**src/rtl/cache_req_master.sv**
```systemverilog
// CPU-side request initiator for the single-bus cache controller: queues host commands, issues one at a time, returns completions.
// Optional busy watchdog enabled by defining REQ_TIMEOUT_EN.
module cache_req_master #(
  parameter int unsigned FIFO_DEPTH  = 4,
  parameter int unsigned ACCEPT_WIN  = 2,
  parameter int unsigned TIMEOUT_CYC = 255
) (
  input  logic       clk,
  input  logic       rst,
  input  logic       cmd_valid,
  output logic       cmd_ready,
  input  logic       cmd_read,
  input  logic [7:0] cmd_addr,
  input  logic [7:0] cmd_wdata,
  output logic       resp_valid,
  input  logic       resp_ready,
  output logic       resp_read,
  output logic [7:0] resp_addr,
  output logic [7:0] resp_rdata,
  output logic       resp_err,
  output logic       start,
  output logic [7:0] address,
  output logic [7:0] write_data,
  output logic       read_operation,
  input  logic       cache_busy,
  input  logic [7:0] read_data,
  output logic       idle
);

  localparam int unsigned PTR_W = (FIFO_DEPTH > 1) ? $clog2(FIFO_DEPTH) : 1;
  localparam int unsigned CNT_W = $clog2(FIFO_DEPTH + 1);
  localparam int unsigned WIN_W = $clog2(ACCEPT_WIN + 1);

  if (FIFO_DEPTH < 2 || (FIFO_DEPTH & (FIFO_DEPTH - 1)) != 0 || ACCEPT_WIN == 0 || TIMEOUT_CYC == 0)
  begin : g_param_check
    $error("cache_req_master: illegal parameter value");
  end

  typedef struct packed {
    logic       rd;
    logic [7:0] addr;
    logic [7:0] wdata;
  } cmd_t;

  typedef enum logic [2:0] {
    S_IDLE,
    S_ISSUE,
    S_WAIT_ACCEPT,
    S_WAIT_DONE,
    S_RESP
  } state_t;

  cmd_t             mem [FIFO_DEPTH];
  cmd_t             head;
  logic [PTR_W-1:0] wr_ptr, rd_ptr;
  logic [CNT_W-1:0] count, count_d;
  logic [WIN_W-1:0] win_cnt, win_cnt_d;
  state_t           state, state_d;
  logic             push, pop, done, timed_out;
  logic             cmd_ready_d, idle_d, start_d, read_operation_d;
  logic [7:0]       address_d, write_data_d;
  logic             resp_valid_d, resp_read_d;
  logic [7:0]       resp_addr_d, resp_rdata_d;

`ifdef REQ_TIMEOUT_EN
  localparam int unsigned TMO_W = $clog2(TIMEOUT_CYC + 1);
  logic [TMO_W-1:0] tmo_cnt, tmo_cnt_d;
  logic             resp_err_d;
`endif

  assign head = mem[rd_ptr];

  // Command storage; entries need no reset since count gates every read.
  always_ff @(posedge clk) begin
    if (push) mem[wr_ptr] <= '{rd: cmd_read, addr: cmd_addr, wdata: cmd_wdata};
  end

  always_comb begin
    state_d          = state;
    win_cnt_d        = win_cnt;
    pop              = 1'b0;
    done             = 1'b0;
    timed_out        = 1'b0;
    address_d        = address;
    write_data_d     = write_data;
    read_operation_d = read_operation;
    resp_valid_d     = resp_valid;
    resp_read_d      = resp_read;
    resp_addr_d      = resp_addr;
    resp_rdata_d     = resp_rdata;
`ifdef REQ_TIMEOUT_EN
    tmo_cnt_d        = tmo_cnt;
    resp_err_d       = resp_err;
`endif
    push = cmd_valid && cmd_ready;

    case (state)
      // A still-busy cache (e.g. after a watchdog abort) holds off the next issue.
      S_IDLE: begin
        if (count != '0 && !resp_valid && !cache_busy) begin
          pop              = 1'b1;
          address_d        = head.addr;
          write_data_d     = head.wdata;
          read_operation_d = head.rd;
          state_d          = S_ISSUE;
        end
      end
      S_ISSUE: begin
        win_cnt_d = '0;
        state_d   = S_WAIT_ACCEPT;
      end
      // No busy within the window means the cache finished the access immediately.
      S_WAIT_ACCEPT: begin
        if (cache_busy) begin
          state_d = S_WAIT_DONE;
        end else if (win_cnt == WIN_W'(ACCEPT_WIN - 1)) begin
          done = 1'b1;
        end else begin
          win_cnt_d = win_cnt + WIN_W'(1);
        end
      end
      S_WAIT_DONE: begin
        if (!cache_busy) begin
          done = 1'b1;
        end
`ifdef REQ_TIMEOUT_EN
        else if (tmo_cnt == TMO_W'(TIMEOUT_CYC - 1)) begin
          done      = 1'b1;
          timed_out = 1'b1;
        end else begin
          tmo_cnt_d = tmo_cnt + TMO_W'(1);
        end
`endif
      end
      S_RESP: begin
        if (resp_ready) begin
          resp_valid_d = 1'b0;
          state_d      = S_IDLE;
        end
      end
      default: state_d = S_IDLE;
    endcase

    if (done) begin
      resp_valid_d = 1'b1;
      resp_read_d  = read_operation;
      resp_addr_d  = address;
      resp_rdata_d = (read_operation && !timed_out) ? read_data : 8'h00;
      state_d      = S_RESP;
`ifdef REQ_TIMEOUT_EN
      resp_err_d   = timed_out;
      tmo_cnt_d    = '0;
`endif
    end

    count_d     = count + CNT_W'(push) - CNT_W'(pop);
    start_d     = (state_d == S_ISSUE);
    cmd_ready_d = (count_d != CNT_W'(FIFO_DEPTH));
    idle_d      = (count_d == '0) && (state_d == S_IDLE) && !resp_valid_d;
  end

  always_ff @(posedge clk or negedge rst) begin
    if (!rst) begin
      state          <= S_IDLE;
      wr_ptr         <= '0;
      rd_ptr         <= '0;
      count          <= '0;
      win_cnt        <= '0;
      cmd_ready      <= 1'b1;
      idle           <= 1'b1;
      start          <= 1'b0;
      address        <= 8'h00;
      write_data     <= 8'h00;
      read_operation <= 1'b0;
      resp_valid     <= 1'b0;
      resp_read      <= 1'b0;
      resp_addr      <= 8'h00;
      resp_rdata     <= 8'h00;
    end else begin
      state          <= state_d;
      if (push) wr_ptr <= wr_ptr + PTR_W'(1);
      if (pop)  rd_ptr <= rd_ptr + PTR_W'(1);
      count          <= count_d;
      win_cnt        <= win_cnt_d;
      cmd_ready      <= cmd_ready_d;
      idle           <= idle_d;
      start          <= start_d;
      address        <= address_d;
      write_data     <= write_data_d;
      read_operation <= read_operation_d;
      resp_valid     <= resp_valid_d;
      resp_read      <= resp_read_d;
      resp_addr      <= resp_addr_d;
      resp_rdata     <= resp_rdata_d;
    end
  end

`ifdef REQ_TIMEOUT_EN
  always_ff @(posedge clk or negedge rst) begin
    if (!rst) begin
      tmo_cnt  <= '0;
      resp_err <= 1'b0;
    end else begin
      tmo_cnt  <= tmo_cnt_d;
      resp_err <= resp_err_d;
    end
  end
`else
  assign resp_err = 1'b0;
`endif

endmodule

```
**config.mk**
```make
export PLATFORM = sky130hd
export DESIGN_NAME = cache_req_master
export DESIGN_NICKNAME = d
export VERILOG_FILES = /design/src/rtl/cache_req_master.sv
export SDC_FILE = /design/constraint.sdc
export NUM_CORES = 1
export LEC_CHECK = 0
export CAP_MARGIN = 40
export CORE_UTILIZATION = 48
export CTS_CLUSTER_SIZE = 10
export DETAILED_ROUTE_END_ITERATION = 16
export PLACE_DENSITY = 0.73
export RECOVER_POWER = 50
export SYNTH_ARGS = -nofsm -noshare
export SYNTH_HDL_FRONTEND = slang
export SYNTH_SLANG_ARGS = --single-unit
export TNS_END_PERCENT = 10
```
**constraint.sdc**
```tcl
create_clock -name clk -period 2.6 [get_ports clk]
set_input_delay 0.52 -clock clk [delete_from_list [all_inputs] [get_ports clk]]
set_output_delay 0.52 -clock clk [all_outputs]
set_load 0.02 [all_outputs]
```
==> impl_metrics.toml, run 1 <==
[drt]
ant_nets = 0
dr_total_vias = 2589
drt_iter0_drc = 92
routed_via_density = 5.17
routedWlPerCell_um = 17.6
wl_mm = 8.84
drtPass1Iterations = 5
drc = 0

[floorplanning]
core_um2 = 9280
initial_core_util_pct = 50.0
row_count = 35
fp.dieArea_um2 = 10100
die_w_um = 100
io_pins = 69
die_y_um = 100

[pwr]
p_leak_nw = 2.39
peakVddDrop_v = 0.000638
power_mw = 7.56
power_density_nw_per_um2 = 1220

[global_routing]
grt_pass1_wl_mm = 13.9
grt_usage_pct = 19.5
grt_pass1_vias = 2671
grt_overflow = 0
antenna_found_initial = 0
grt_max_degree = 28

[yosys]
synth_cell_types = 43
synth-adder-area-share_pct = 2.32
synthXorXnorAreaFrac_pct = 0.944
synth-seq-area-share_pct = 71.1
async_flop_share_pct = 42.4
synth-simple-area-share_pct = 4.45
netlist_instances = 265
synth_top_flop_cell = "edfxtp_1"
synthesis.nets = 303
synth-edff-count = 68
avgSynthCellArea_um2 = 17.5
synthesis.area_um2 = 4640
muxShareOfSynthArea_pct = 14.9
ys_seq_elements = 118
synth_top_family_by_area = "multiplexers"
synth-compound-area-share_pct = 3.59
yosysWarnings = 0

[sta]
period_share_pct = 94.8
min_period_ps = 2460
finalHoldViolations = 0
layout_setup_ws_ps = 135
fmax_ghz = 0.406
tightest_slew_ps = 1580
maxSlewViolCount = 28
setup_viol = 0
slew_headroom_pct = -5.59
clock_skew_ps = 7.73
setup_tns_ps = 0

[job]
max-cap-violations = 1

[setup_path]
crit_end = "idle$_DFF_PN1_"
timing.rr.end = "idle$_DFF_PN1_"
cp_max_fo = 3
worstPathRequired_ps = 3000
cp-end-kind = "flop"
reg2reg_slack_ps = 140
cp-startpoint = "count[0]$_DFF_PN0_"
crit_arrival_ps = 2870
crit_type = "reg2reg"
r2r_start = "count[0]$_DFF_PN0_"
start_kind = "flop"
rr_worst_depth = 11

[finish]
final_common_cell = "edfxtp_1"
final_cells = 501
num_antenna_cells = 0
fin_nets = 397
areaGrowthSynthToFinish_pct = 33.3
drive_gt1_share_pct = 27.4
final_cell_mix = "edfxtp_1, clkdlybuf4s50_1, dfrtp_1"

[clock_tree]
postCtsSetupBuffers = 0
insertion_delay_ps = 510
cts-root-buf = "clkbuf_8"
cts_buffers = 17
cts_tree = "done"
cts_sinks = 118
ctsHtreeMaxLevel = 4
clockBufferDepth = 2
path_clk_slew_ps = 60

[min_path]
hp-class = "reg2reg"

[run_status]
violations = "max-capacitance violations, max-slew violations"
status = "finished with violations"

[place]
place_inst = 468
dp_slack_ps = -321
dp_hpwl_mm = 5.40
gp_congestion = 0.750
port_buffers = 67
## per-stage QoR
step / util, % / hold WS [ps] / area, um^2
after floorplan: - / 224 / 4680
after global placement: 60.1 / 486 / 5580
after detailed placement: 60.1 / 494 / 5580
after CTS: 66.7 / 505 / 6190
after global routing: 66.6 / 516 / 6180
final: 66.6 / 500 / 6180
## power by group
group	leakage (nW)	total [mW]	internal, mW	switching (mW)
clock	0.288	2.36	1.59	0.765
sequential	1.25	2.81	2.53	0.270
combinational	0.849	2.40	1.23	1.18
total	2.39	7.56	5.35	2.21
## per-layer routing
layer  routed length (um)  GRT usage, %
met1                 3640          23.1
met2                 4540          32.8
met3                  492          6.41
met4                  167          8.25
met5                    0             0
## critical path: stages (launching register included)
cell and delay (ps):
dfrtp_1 390, or3_4 410, nand3_2 100, inv_2 40
ha_4 200, inv_2 40, ha_2 150, inv_2 40
fa_2 540, nor2b_4 140, o31ai_1 80, a2111oi_2 230
## flip-flops by register name (all words and copies together) (netlist names), 2 cells and up
name	count
rd_ptr	2
mem	68
resp_addr	8
write_data	8
win_cnt	2
count	3
address	8
wr_ptr	2
resp_rdata	8
state	3
## how the worst min path moves through the flow
stage,start,end,depth (start not counted)
after floorplan,rst,address[0]$_DFFE_PN0P_,0
after global placement,resp_rdata[6]$_DFFE_PN0P_,resp_rdata[6]$_DFFE_PN0P_,2
after detailed placement,resp_rdata[6]$_DFFE_PN0P_,resp_rdata[6]$_DFFE_PN0P_,2
after CTS,resp_rdata[6]$_DFFE_PN0P_,resp_rdata[6]$_DFFE_PN0P_,2
after global routing,write_data[1]$_DFFE_PN0P_,write_data[1]$_DFFE_PN0P_,1
final,write_data[4]$_DFFE_PN0P_,write_data[4]$_DFFE_PN0P_,1
## synthesized netlist by cell type, types with 2 or more instances
| cell type | number | share of area (%) |
|---|---|---|
| o21ai_0 | 20 | 2.2 |
| xnor2_1 | 5 | 0.94 |
| clkbuf_1 | 6 | 0.49 |
| nor2_1 | 4 | 0.32 |
| dfrtp_1 | 48 | 26 |
| edfxtp_1 | 68 | 44 |
| and3_1 | 4 | 0.54 |
| dfstp_2 | 2 | 1.1 |
| buf_2 | 3 | 0.32 |
| ha_1 | 7 | 1.9 |
| nor2b_1 | 3 | 0.40 |
| inv_1 | 9 | 0.73 |
| nand2_1 | 12 | 0.97 |
| mux4_2 | 17 | 8.3 |
| mux2_2 | 26 | 6.3 |
| buf_4 | 3 | 0.49 |
| a22o_1 | 2 | 0.38 |
## what timing repair did
| item | in CTS | in global routing |
|---|---|---|
| setup endpoints to repair | 0 | 1 |
| resized for setup | 0 | 2 |
| hold endpoints to repair | 20 | 0 |
| hold buffers | 1 | 0 |
## logic make-up (layout without fill, tap and decap cells)
group / Yosys count / after routing
mux: 44 / 44
xor+xnor: 5 / 5
compound gates: 28 / 28
fa+ha+maj: 8 / 8
buf+inv: 24 / 131
other cells: 1 / 1
flops: 118 / 118
simple gates: 37 / 37
## cell type report
class | count | area (um^2)
sequential | 118 | 3300
timing repair buffer | 90 | 822
inverter | 9 | 33.8
fill | 655 | 3100
clock buffer | 21 | 449
tap | 129 | 161
multi-input combinational | 123 | 1260
clock inverter | 11 | 155
(Power assumes the default switching activity.)
==> run 2, diff against run 1 <==
--- a/config.mk
+++ b/config.mk
@@ -9,6 +9,7 @@
 export CORE_UTILIZATION = 48
 export CTS_CLUSTER_SIZE = 10
 export DETAILED_ROUTE_END_ITERATION = 16
+export MAX_ROUTING_LAYER = met4
 export PLACE_DENSITY = 0.73
 export RECOVER_POWER = 50
 export SYNTH_ARGS = -nofsm -noshare
==> results of run 2 <==
Final layout, timing and power as in run 1 (identical DEF).
Among the figures that moved: final weighted congestion in routability-driven placement 0.750 -> 0.759; overall routing resource usage 19.5% -> 20.1%
==> run 3, diff against run 2 <==
--- a/config.mk
+++ b/config.mk
@@ -12,6 +12,7 @@
 export MAX_ROUTING_LAYER = met4
 export PLACE_DENSITY = 0.73
 export RECOVER_POWER = 50
+export SLEW_MARGIN = 30
 export SYNTH_ARGS = -nofsm -noshare
 export SYNTH_HDL_FRONTEND = slang
 export SYNTH_SLANG_ARGS = --single-unit
==> results of run 3 <==
Final layout, timing and power as in run 1 (identical DEF).
Among the figures that moved: final weighted congestion in routability-driven placement 0.750 -> 0.759; overall routing resource usage 19.5% -> 20.1%
